[src/rtl/usb_rx_deframer.sv]
// Full-speed USB receive deframer: sync, bit timing, NRZI decode,
// bit unstuffing, SYNC check and byte delivery with framing status.
module usb_rx_deframer #(
  parameter int CLKS_PER_BIT = 8,
  parameter int SAMPLE_POINT = 3
) (
  input  logic       clk,
  input  logic       n_rst,
  input  logic       d_plus,
  input  logic       d_minus,
  input  logic       eop,
  output logic       d_plus_sync,
  output logic       d_minus_sync,
  output logic [7:0] rx_data,
  output logic       rx_data_valid,
  output logic       rx_packet_done,
  output logic       rx_error,
  output logic       rx_active
);

  localparam int TW = $clog2(CLKS_PER_BIT);

  typedef enum logic [2:0] {
    IDLE,
    SYNC,
    RECEIVE,
    EOP_WAIT,
    ERROR
  } state_t;

  state_t        state;
  logic          dp_meta;
  logic          dm_meta;
  logic          dp_prev;
  logic          prev_bit;
  logic          seen_eop;
  logic [TW-1:0] timer;
  logic [7:0]    shreg;
  logic [2:0]    cnt;
  logic [2:0]    ones;
  logic          edge_det;
  logic          fall;
  logic          sample;
  logic          bit_val;
  logic [7:0]    next_byte;

  assign edge_det  = d_plus_sync ^ dp_prev;
  assign fall      = dp_prev & ~d_plus_sync;
  assign sample    = timer == TW'(SAMPLE_POINT);
  assign bit_val   = d_plus_sync == prev_bit;
  assign next_byte = {bit_val, shreg[7:1]};

  // Lines reset to idle J
  always_ff @(posedge clk or negedge n_rst) begin
    if (!n_rst) begin
      dp_meta      <= 1'b1;
      d_plus_sync  <= 1'b1;
      dm_meta      <= 1'b0;
      d_minus_sync <= 1'b0;
      dp_prev      <= 1'b1;
    end else begin
      dp_meta      <= d_plus;
      d_plus_sync  <= dp_meta;
      dm_meta      <= d_minus;
      d_minus_sync <= dm_meta;
      dp_prev      <= d_plus_sync;
    end
  end

  always_ff @(posedge clk or negedge n_rst) begin
    if (!n_rst) begin
      timer <= '0;
    end else if (state == IDLE && fall) begin
      timer <= '0;
    end else if (rx_active && edge_det) begin
      timer <= '0;
    end else if (timer == TW'(CLKS_PER_BIT - 1)) begin
      timer <= '0;
    end else begin
      timer <= timer + 1'b1;
    end
  end

  always_ff @(posedge clk or negedge n_rst) begin
    if (!n_rst) begin
      state          <= IDLE;
      rx_data        <= 8'h00;
      rx_data_valid  <= 1'b0;
      rx_packet_done <= 1'b0;
      rx_error       <= 1'b0;
      rx_active      <= 1'b0;
      shreg          <= 8'h00;
      cnt            <= 3'd0;
      ones           <= 3'd0;
      prev_bit       <= 1'b1;
      seen_eop       <= 1'b0;
    end else begin
      rx_data_valid  <= 1'b0;
      rx_packet_done <= 1'b0;
      unique case (state)
        IDLE: begin
          if (fall) begin
            state     <= SYNC;
            rx_active <= 1'b1;
            rx_error  <= 1'b0;
            shreg     <= 8'h00;
            cnt       <= 3'd0;
            ones      <= 3'd0;
            prev_bit  <= 1'b1;
            seen_eop  <= 1'b0;
          end
        end
        SYNC, RECEIVE: begin
          if (sample) begin
            prev_bit <= d_plus_sync;
            // eop outranks any stuff check on the same sample
            if (eop) begin
              if (state == RECEIVE && cnt == 3'd0) begin
                state <= EOP_WAIT;
              end else begin
                state    <= ERROR;
                rx_error <= 1'b1;
                seen_eop <= 1'b1;
              end
            end else if (ones == 3'd6) begin
              if (bit_val) begin
                state    <= ERROR;
                rx_error <= 1'b1;
              end else begin
                ones <= 3'd0;
              end
            end else begin
              ones  <= bit_val ? ones + 3'd1 : 3'd0;
              shreg <= next_byte;
              cnt   <= cnt + 3'd1;
              if (cnt == 3'd7) begin
                if (state == SYNC) begin
                  if (next_byte == 8'h80) begin
                    state <= RECEIVE;
                  end else begin
                    state    <= ERROR;
                    rx_error <= 1'b1;
                  end
                end else begin
                  rx_data       <= next_byte;
                  rx_data_valid <= 1'b1;
                end
              end
            end
          end
        end
        EOP_WAIT: begin
          if (sample && !eop) begin
            if (d_plus_sync) begin
              state          <= IDLE;
              rx_active      <= 1'b0;
              rx_packet_done <= 1'b1;
            end else begin
              state    <= ERROR;
              rx_error <= 1'b1;
            end
          end
        end
        ERROR: begin
          // leave only on an SE0 sample followed directly by a J sample
          if (sample) begin
            if (eop) begin
              seen_eop <= 1'b1;
            end else if (seen_eop && d_plus_sync) begin
              state     <= IDLE;
              rx_active <= 1'b0;
              seen_eop  <= 1'b0;
            end else begin
              seen_eop <= 1'b0;
            end
          end
        end
        default: state <= IDLE;
      endcase
    end
  end

endmodule
[config.mk]
export PLATFORM = sky130hd
export DESIGN_NAME = usb_rx_deframer
export DESIGN_NICKNAME = d
export VERILOG_FILES = /design/src/rtl/usb_rx_deframer.sv
export SDC_FILE = /design/constraint.sdc
export NUM_CORES = 1
export LEC_CHECK = 0
export CAP_MARGIN = 10
export CORE_MARGIN = 5
export CORE_UTILIZATION = 37
export CTS_CLUSTER_SIZE = 10
export DETAILED_ROUTE_END_ITERATION = 12
export HOLD_SLACK_MARGIN = 0.08
export MAX_ROUTING_LAYER = met4
export PLACE_DENSITY = 0.61
export SLEW_MARGIN = 40
export SYNTH_ARGS = -nofsm -noshare
export SYNTH_HDL_FRONTEND = slang
export SYNTH_SLANG_ARGS = --single-unit
[constraint.sdc]
create_clock -name clk -period 2.3 [get_ports clk]
set_clock_uncertainty 0.1 [all_clocks]
set_input_delay 0.23 -clock clk [delete_from_list [all_inputs] [get_ports clk]]
set_output_delay 0.23 -clock clk [all_outputs]
set_load 0.05 [all_outputs]
==> results.txt, run 1 <==
outcome -> complete, no violations
first-pass GRT wire length -> 6540 microns
cell-internal power -> 0.00138 W
drt first-iter violations -> 101
pwr dens -> 969 nW/um^2
Async SR Flop Fraction -> 100%
Die Height -> 80.8 microns
Pre-antenna DRT Iters -> 4
grt ovf -> 0
r2r setup slk -> 0.11 ns
clock net sink count -> 38
register bit total from synthesis -> 38
Least-Margin Pin Slew -> 0.510 ns
worst slack, placed -> 0.0550 ns
cell count after synthesis -> 175
post-synth top area share -> 45.9%
Final Setup Violations -> 0
layout cells sized above 1 -> 14.4%
WL final -> 3670 microns
Sw Ratio -> 37.0%
post-CTS setup buffers -> 0
pin count of the biggest net entering global routing -> 25
Clock Path Buffers -> 2
FF-to-FF End -> ones[2]$_DFFE_PN0P_
Area growth syn-to-layout -> 21.8%
syn_area_per_cell -> 10.6 sq um
Flop pwr share -> 40.0%
fmax -> 456 MHz
Final Util -> 47.2%
Final Power -> 0.00219 W
row count -> 25
clock tree root buffer cell -> clkbuf_8
EDFF count, synth -> 0
fin crit share -> 95.4%
Synth Cell Area -> 1860 sq um
hpwl dp -> 2780 microns
leakage -> 0.982 nW
P_sw -> 0.000811 W
most frequent cell after synthesis -> dfrtp_1
crit path capture type -> flop
Vias/cell -> 5.05
Commonest cells post-synth -> dfrtp_1 (34), o21ai_1 (19), inv_1 (16)
antenna violations before repair -> 0
startpoint types -> flop
Slew Viols, Final -> 0
min Tclk post-route -> 2.19 ns
critical path arrival -> 2.32 ns
peak supply drop -> 443 uV
total die area -> 6530 sq um
CP Data Required Time -> 2.43 ns
cts bufs inserted -> 5
vias in the first global route -> 1384
worst relative slew slack -> 65.9%
critical path class -> reg -> reg
hold crit path type -> in -> async
power share of the clock group -> 21.4%
wire length per cell -> 13.7 microns
R2R depth -> 8
Final #Nets -> 215
GPL Wtd Cong -> 0.850
insertion delay to the later sink of the worst-skew pair -> 0.28 ns
Synth cell types -> 52
Worst-path clk slew -> 0.07 ns
total track usage -> 13.2%
Yosys warnings -> 0
IO buf count -> 18
chip width -> 80.8 microns
IO Pins -> 19
reg2reg start -> d_plus_sync$_DFF_PN1_
ant diodes -> 0
CTS tree -> built
register area share after synthesis -> 51.5%
syn_nets -> 189
number of max-cap violations -> 0
RSZ-0062 raised after global routing -> false
Setup TNS -> 0 ns
crit-path max FO -> 7
detailed-route via count -> 1359
DRC viols -> 0
Hold Violations, Final -> 0
antenna viol nets, final -> 0
H-tree depth -> 2
ranking of synthesized cells by area -> dfrtp_1 (46%), ha_1 (6.1%), dfstp_2 (5.7%), o21ai_1 (5.1%), inv_1 (3.2%)
Core ar. -> 4790 sq um
cell taking the most area after synthesis -> dfrtp_1
Gate power share -> 38.6%
dominant synthesized flop cell -> dfrtp_1
Fillers -> 454
Initial Utilization -> 38.8%
setup ws final -> 0.106 ns
==> cells in the final DEF (no fill, tap or decap), drive strengths merged, types with 3 or more instances in the layout <==
cell type	instances
a21o	5
nor3	4
o21ai	24
o21bai	3
clkdlybuf4s50	18
ha	9
nand2	12
nor2	3
clkbuf	6
dfstp	4
inv	17
nand3b	3
dfrtp	34
buf	9
nand3	9
==> critical path, stage by stage, from the launching register on <==
cell and delay (ns):
dfstp_4 0.66, inv_1 0.06, ha_1 0.24, mux2_1 0.33, mux2i_4 0.21, buf_4 0.16
a211o_1 0.13, o21bai_1 0.12, a21o_1 0.12
==> layer usage <==
| metal | vias to the layer above | routed length (microns) | GRT usage (%) |
|---|---|---|---|
| met4 | 0 | 52 | 5.41 |
| met2 | 19 | 1860 | 20.1 |
| li1 | 673 | - | - |
| met5 | - | 0 | - |
| met1 | 663 | 1670 | 17.3 |
| met3 | 4 | 91 | 2.66 |
==> power by group through the flow <==
| stage | combinational (W) | sequential, W | clock [W] |
|---|---|---|---|
| 6_report | 0.000845 | 0.000876 | 0.000470 |
| 5_1_grt | 0.000951 | 0.000896 | 0.000515 |
| 4_1_cts | 0.000837 | 0.000875 | 0.000489 |
| 3_5_place_dp | 0.000833 | 0.000888 | 0 |
| 3_3_place_gp | 0.000812 | 0.000884 | 0 |
| 2_1_floorplan | 0.000574 | 0.000907 | 0 |
==> cell type report <==
cell class / count / area (sq um) / area share, %
well taps: 67 / 83.8 / 3.71
multi-input cells: 112 / 811 / 35.9
clock inverters: 2 / 12.5 / 0.553
clock buffers: 6 / 82.6 / 3.65
repair buffers: 27 / 248 / 11.0
flip-flops and latches: 38 / 960 / 42.4
inverters: 17 / 63.8 / 2.82
==> what timing repair did <==
| item | in CTS | in global routing |
|---|---|---|
| resized for setup | 0 | 2 |
| hold buffers | 0 | 0 |
| setup endpoints to repair | 0 | 15 |
==> how the worst max path moves through the flow <==
stage                          start             endpoint  slack (ns)  cells past startpoint
6_report       d_plus_sync$_DFF_PN1_  ones[2]$_DFFE_PN0P_        0.11                      8
5_1_grt        d_plus_sync$_DFF_PN1_  ones[2]$_DFFE_PN0P_        0.02                      8
4_1_cts        d_plus_sync$_DFF_PN1_  ones[2]$_DFFE_PN0P_        0.04                      8
3_5_place_dp   d_plus_sync$_DFF_PN1_  ones[2]$_DFFE_PN0P_        0.05                      8
3_3_place_gp   d_plus_sync$_DFF_PN1_  ones[2]$_DFFE_PN0P_        0.12                      8
2_1_floorplan  d_plus_sync$_DFF_PN1_  ones[2]$_DFFE_PN0P_        0.03                      7
==> state kept, by name, summed over array words and instances, names as in the netlist, 3 cells and up <==
| signal | flops |
|---|---|
| cnt | 3 |
| state | 3 |
| ones | 3 |
| shreg | 7 |
| timer | 3 |
| rx_data | 8 |
==> kinds of logic (layout without fill, tap and decap cells) <==
family,count (synthesis),in the layout,share of synthesized area [%]
xor gates and xnor gates,1,1,0.472
DFF,38,38,51.5
and+or+nand+nor,47,47,14.7
muxes,4,4,2.49
AOI/OAI and AO/OA,51,51,19.4
buffers and inverters,25,52,5.39
adders and majority gates,9,9,6.07
==> stage by stage <==
step	cells	hold slack (ns)	area [sq um]
floorplan	175	-0.166	1860
detailed placement	261	0.251	2150
finish	269	0.190	2260
global placement	261	0.237	2150
global route	269	0.204	2260
CTS	269	0.191	2250
Note: power is estimated with default switching activity, not from simulation.
==> inputs of run 2 (changes only) <==
--- a/config.mk
+++ b/config.mk
@@ -10,9 +10,10 @@
 export CORE_UTILIZATION = 37
 export CTS_CLUSTER_SIZE = 10
 export DETAILED_ROUTE_END_ITERATION = 12
+export DONT_BUFFER_PORTS = 1
 export HOLD_SLACK_MARGIN = 0.08
 export MAX_ROUTING_LAYER = met4
-export PLACE_DENSITY = 0.61
+export PLACE_DENSITY = 0.56
 export SLEW_MARGIN = 40
 export SYNTH_ARGS = -nofsm -noshare
 export SYNTH_HDL_FRONTEND = slang
==> run 2 against run 1 <==
Against the previous run: combinational power fell by 5.0%; worst hold slack lost 0.021 ns; global-route usage decreased by 0.87 points; sequential cell count unchanged; sequential power rose by 4.2%; register-to-register slack improved by 0.04 ns; critical endpoint is now state[2]$_DFFE_PN0P_; highest routed layer unchanged; clock-buffer cell count increased by 1; utilization fell by 2.8 points; total power shrank 2.1%.
==> results.txt, run 2 (synthesis results as in run 1) <==
leakage -> 0.931 nW (-5.2%)
outcome -> complete, no violations
commonest non-fill, non-tap cell in the layout -> dfrtp_1
row count -> 25 (unchanged)
crit path capture type -> flop
insertion delay to the later sink of the worst-skew pair -> 0.28 ns (about the same)
crit-path max FO -> 5 (-2)
critical path cell sequence -> ha_1 > ha_1 > or3b_1 > a211o_1 > o211ai_2 > nor2_1 > a32o_1
slowest CP cell -> dfrtp_1
hold crit path type -> in -> reg
clock tree root buffer cell -> clkbuf_8
Least-Margin Pin Slew -> 0.498 ns (-0.0118 ns)
Setup TNS -> 0 ns (unchanged)
crit path launch -> cnt[0]$_DFFE_PN0P_
fin crit share -> 93.7% (-1.7 points)
pwr dens -> 1010 nW/um^2 (+4.1%)
DRC viols -> 0 (unchanged)
layout cells sized above 1 -> 14.9% (+0.54 points)
FF-to-FF End -> state[2]$_DFFE_PN0P_
WL final -> 3650 microns (-0.54%)
IO Pins -> 19 (unchanged)
Fillers -> 444 (-2.2%)
grt ovf -> 0 (unchanged)
clock net sink count -> 38 (unchanged)
vias in the first global route -> 1238 (-11%)
antenna viol nets, final -> 0 (unchanged)
total die area -> 6530 sq um (unchanged)
leading cell types in the layout, fill and taps excluded -> dfrtp_1 (34), o21ai_1 (19), inv_1 (16), nand2_1 (12), nand3_1 (9)
Final #Nets -> 201 (-6.5%)
CTS tree -> built
number of max-cap violations -> 0 (unchanged)
first-pass GRT wire length -> 6070 microns (-7.2%)
worst slack, placed -> 0.0949 ns (+0.0399 ns)
antenna violations before repair -> 0 (unchanged)
pin count of the biggest net entering global routing -> 39 (+56%)
Worst Hold Depth -> 2
Worst-path clk slew -> 0.08 ns (about the same)
Slew Viols, Final -> 0 (unchanged)
reg2reg start -> cnt[0]$_DFFE_PN0P_
wire length per cell -> 14.3 microns (+4.9%)
peak supply drop -> 442 uV (-0.33%)
RSZ-0062 raised after global routing -> false
CP Data Required Time -> 2.37 ns (-0.06 ns)
Clock Path Buffers -> 2 (unchanged)
Hold Violations, Final -> 0 (unchanged)
Initial Utilization -> 38.8% (unchanged)
ant diodes -> 0 (unchanged)
worst relative slew slack -> 66.8% (+0.89 points)
Worst Hold End -> state[2]$_DFFE_PN0P_
GPL Wtd Cong -> 0.794 (-6.6%)
setup ws final -> 0.145 ns (+0.0390 ns)
total track usage -> 12.4% (-0.87 points)
Core ar. -> 4790 sq um (unchanged)
crit-path leading delay family -> compound AO/OA/AOI/OAI gates
fmax -> 464 MHz (+1.8%)
chip width -> 80.8 microns (unchanged)
min Tclk post-route -> 2.15 ns (-0.0390 ns)
Final Util -> 44.4% (-2.8 points)
Worst path most repeated cell -> ha_1
cts bufs inserted -> 5 (unchanged)
hpwl dp -> 2660 microns (-4.4%)
CP Buf/Inv Count -> 0 (-2)
Largest Register -> rx_data
hold_sp -> eop
max reg flops -> 8 (unchanged)
Slowest Stage Delay on Critical Path -> 0.40 ns (-0.26 ns)
Vias/cell -> 5.24 (+3.7%)
IO buf count -> 0 (-18)
Area growth syn-to-layout -> 14.6%
drt first-iter violations -> 86 (-15%)
final hold slack -> 0.169 ns (-0.0209 ns)
R2R depth -> 7 (-1)
Final Setup Violations -> 0 (unchanged)
Pre-antenna DRT Iters -> 4 (unchanged)
r2r setup slk -> 0.15 ns (+0.04 ns)
startpoint types -> flop
critical path class -> reg -> reg
detailed-route via count -> 1336 (-1.7%)
Die Height -> 80.8 microns (unchanged)
Largest regs -> rx_data (8), shreg (7)
H-tree depth -> 2 (unchanged)
critical path arrival -> 2.22 ns (-0.10 ns)
==> run 2: repair_timing <==
action,4_1_cts,5_1_grt
hold buffers,5,0
setup buffers,0,0
hold endpoints to repair,43,0
setup endpoints to repair,0,9
gates resized for setup,0,3
==> run 2: metal layers <==
layer	share of wire [%]	track usage (%)
met5	0	-
met4	1.3	4.05
met2	48	19.8
met3	3.3	2.66
met1	47	15.6
==> run 2: final cells by class <==
cell class              instances  area (sq um)  area share [%]
well taps                      67          83.8            3.94
clock inverters                 1          7.51           0.353
flip-flops and latches         38           960            45.1
inverters                      17          63.8            3.00
multi-input cells             112           815            38.3
clock buffers                   7          76.3            3.59
repair buffers                 13           120            5.65
==> run 2: how the worst max path moves through the flow <==
stage,depth (start not counted),slack (ns),end
after floorplan,7,0.03,ones[2]$_DFFE_PN0P_
after global placement,7,0.12,rx_data[6]$_DFFE_PN0P_
after detailed placement,7,0.09,rx_data[4]$_DFFE_PN0P_
after CTS,7,0.08,rx_data[1]$_DFFE_PN0P_
after global routing,7,0.05,rx_data[4]$_DFFE_PN0P_
final,7,0.15,state[2]$_DFFE_PN0P_
==> run 2: power by group <==
| part | leakage (nW) | internal, W | switching (W) | total [W] |
|---|---|---|---|---|
| Combinational | 0.396 | 0.000341 | 0.000462 | 0.000803 |
| Clock | 0.0385 | 0.000214 | 0.000215 | 0.000429 |
| Sequential | 0.497 | 0.000783 | 0.000130 | 0.000913 |
| Total | 0.931 | 0.00134 | 0.000807 | 0.00215 |
==> run 2: through the flow <==
stage | power (W) | cells | cell area [sq um]
finish | 0.00215 | 255 | 2130
CTS | 0.00215 | 255 | 2110
floorplan | 0.00148 | 175 | 1860
global placement | 0.00165 | 242 | 1970
global route | 0.00228 | 255 | 2130
detailed placement | 0.00169 | 242 | 1970
==> RTL edit: new RTL, config.mk and constraints of run 1 <==
Change the parameter `CLKS_PER_BIT` from 8 to 4.
--- a/src/rtl/usb_rx_deframer.sv
+++ b/src/rtl/usb_rx_deframer.sv
@@ -3,3 +3,3 @@
 module usb_rx_deframer #(
-  parameter int CLKS_PER_BIT = 8,
+  parameter int CLKS_PER_BIT = 4,
   parameter int SAMPLE_POINT = 3
Check against the original RTL: same outputs for any inputs over 10 cycles, from zero or initial values and one cycle with n_rst low; that may be too few to reach the edited logic, so the function may still have changed.
==> RTL edit against run 1 <==
Combinational power grew 43%. Sequential power rose by 3.3%. Sequential share of layout area is 1.1 points lower. Sequential cell count decreased by 1. Synthesized cell count increased by 9.1%. Core utilization fell by 0.54 points. Power grew 23%. Design area shrank 0.50%. Routed wire length up 5.9%. Die area rose by 0.24%. First-iteration DRC count shrank 54%. Area after synthesis up 0.27%. Largest power group is now combinational logic. Non-clock buffer count shrank 1. Worst setup slack better by 0.082 ns.
==> RTL edit: results (changes against run 1) <==
The run finished with clean final reports. The sequential fraction of the synthesis area is 50.0% (was 51.5%). Arrival time of the worst setup path: 1.78 ns (was 2.32 ns). The antenna cell count is 0 (unchanged).

The run gives 1.09 mW (was 0.811 mW) as the net switching power of the design. The maximum buffer depth of the clock tree was 2 (unchanged); the worst hold path stage count was 1. The count of TritonRoute iterations in the first routing pass was 4 (unchanged).

The share of cells above drive strength 1 is 13.0% (was 14.4%). Number of endpoints failing setup at the final stage: 0 (unchanged). The static leakage power is 0.999 nW (was 0.982 nW). The slew at the pin closest to its max-slew limit is 0.505 ns (was 0.510 ns), and the reg2reg setup slack is 0.21 ns (was 0.11 ns).

The logs give 38 (was 25) for the pin count of the biggest net entering global routing and 0 (unchanged) for the max-slew violation count. For the warning count from the yosys run, the log shows 0 (unchanged). Class of the most critical hold timing path: in2reg (was in2async). The count of cell types in the netlist is 47 (was 52). The via count of the routed design was 1435 (was 1359). Registers with the highest flip-flop counts: rx_data: 8 flops, shreg: 7 flops (unchanged).

Peak fanout along the critical path: 7 (unchanged). For the total clock buffers created by CTS, the log shows 5 (unchanged). Global routing usage summed across all routing layers: 13.9% (was 13.2%).

The endpoint of the worst-slack reg-to-reg timing path was ones[2] (unchanged). Synth top area cells: sky130_fd_sc_hd__dfrtp_1 (44%), sky130_fd_sc_hd__o21ai_0 (7.0%), sky130_fd_sc_hd__dfstp_2 (5.6%) (was sky130_fd_sc_hd__dfrtp_1 (46%), sky130_fd_sc_hd__ha_1 (6.1%), sky130_fd_sc_hd__dfstp_2 (5.7%)). The maximum level of the CTS H-tree came out at 2 (unchanged). The worst hold path begins at d_plus.

The run gives 0.184 ns (was 0.0550 ns) as the worst slack at placement. Number of port buffers: 18 (unchanged). The number of global-route vias before repair was 1462 (was 1384). After clock tree synthesis, the clock-pin slew on the worst setup and hold paths is 0.08 ns. The number of DRC violations after detailed-routing iteration 0 is 46 (was 101), and the number of antenna violations at the first check in global routing is 0 (unchanged).

The worst-case reg-to-reg path depth works out to 6 (was 8). The tools report the root buffer selected by CTS as sky130_fd_sc_hd__clkbuf_8 (unchanged). Ranking of synthesized cells by instance count: sky130_fd_sc_hd__dfrtp_1 (33), sky130_fd_sc_hd__o21ai_0 (26), sky130_fd_sc_hd__inv_1 (18) (was sky130_fd_sc_hd__dfrtp_1 (34), sky130_fd_sc_hd__o21ai_1 (19), sky130_fd_sc_hd__inv_1 (16)).

The mean routed wirelength per cell is 13.7 um (about the same). The launch instance of the worst register-to-register path is timer[0] (was d_plus_sync). For the first-pass GRT wire length, the log shows 6.80 mm (was 6.54 mm). The commonest register cell after synthesis is sky130_fd_sc_hd__dfrtp_1 (unchanged). For the worst-skew pair, the clock arrives at the later sink with an insertion delay of 0.29 ns. The worst supply voltage drop on vdd was 0.000519 V (was 0.000443 V); the proportion of synthesized flip-flops having asynchronous set or reset was 100% (unchanged). For the synthesized netlist net count, the log shows 203 (was 189). For hold timing, the worst endpoint is dp_meta. The post-DP HPWL was 2.79 mm (was 2.78 mm); the final weighted congestion in routability-driven placement was 0.875 (was 0.850).

The final net count is 227 (was 215).
==> RTL edit: changes by cell type in the layout (fill, tap and decap cells not counted), moves of 3 or more <==
cell and change:
sky130_fd_sc_hd__a21oi_1 +6, sky130_fd_sc_hd__nor3b_1 +3, sky130_fd_sc_hd__o21bai_1 -3, sky130_fd_sc_hd__o21ai_1 -19, sky130_fd_sc_hd__o21ai_0 +21, sky130_fd_sc_hd__nor2_1 +10
==> RTL edit: metrics by stage <==
| step | area [sq um] | utilization, % | instances | hold slack, ns |
|---|---|---|---|---|
| 5_1_grt | 2250 | 46.7 | 283 | 0.222 |
| 4_1_cts | 2250 | 46.7 | 283 | 0.231 |
| 3_5_place_dp | 2120 | 44.1 | 274 | 0.126 |
| 2_1_floorplan | 1860 | - | 191 | -0.166 |
| 6_report | 2250 | 46.7 | 283 | 0.240 |
| 3_3_place_gp | 2120 | 44.1 | 274 | 0.233 |
==> RTL edit: cells by family (layout without fill, tap and decap cells) <==
logic type      Yosys count  count (layout)  synth area share [%]
simple gates             61              61                  17.6
xor+xnor                  1               1                 0.471
compound gates           55              55                  19.2
fa+ha+maj                 7               7                  4.71
mux                       3               3                  1.68
buf+inv                  27              52                  6.32
flops                    37              37                  50.0
==> RTL edit: how the worst max path moves through the flow <==
stage | from | end | slack (ns)
floorplan | d_plus_sync | state[1] | 0.07
global placement | eop | state[1] | 0.22
detailed placement | eop | state[1] | 0.18
CTS | d_plus_sync | d_plus_sync | 0.17
global route | timer[0] | ones[2] | 0.04
finish | d_plus_sync | d_plus_sync | 0.19
==> RTL edit: area by class of cell <==
cell class | instances | area, sq um
clock inverter | 3 | 46.3
tap | 67 | 83.8
clock buffer | 5 | 68.8
fill | 498 | 2570
timing repair buffer | 26 | 240
inverter | 18 | 67.6
sequential | 37 | 931
multi-input combinational | 127 | 812
==> RTL edit: critical path: stages, from the launching register on <==
cell and delay [ns]:
sky130_fd_sc_hd__dfstp_2 0.53, sky130_fd_sc_hd__buf_4 0.15, sky130_fd_sc_hd__clkdlybuf4s50_1 0.81
==> RTL edit: layer usage <==
layer  global-route usage, %  share of wire, %  up-vias
li1                        -                 -      718
met1                    17.0                49      687
met2                    22.1                46       23
met3                    3.55               3.6        7
met4                    5.24               1.6        0
met5                       -                 0        -
==> RTL edit: timing repair <==
action                                  4_1_cts  5_1_grt
buffers inserted                              0        0
gates resized for setup                       0        0
hold buffers                                  1        0
endpoints found under the hold margin        33        0
endpoints found under the setup margin        0        0
==> RTL edit: power groups by stage <==
stage               clock, mW  sequential (mW)  combinational [mW]
finish                  0.574            0.905                1.21
global route            0.622            0.925                1.36
CTS                     0.592            0.904                1.21
detailed placement          0            0.917                1.20
global placement            0            0.914                1.20
floorplan                   0            0.945               0.884
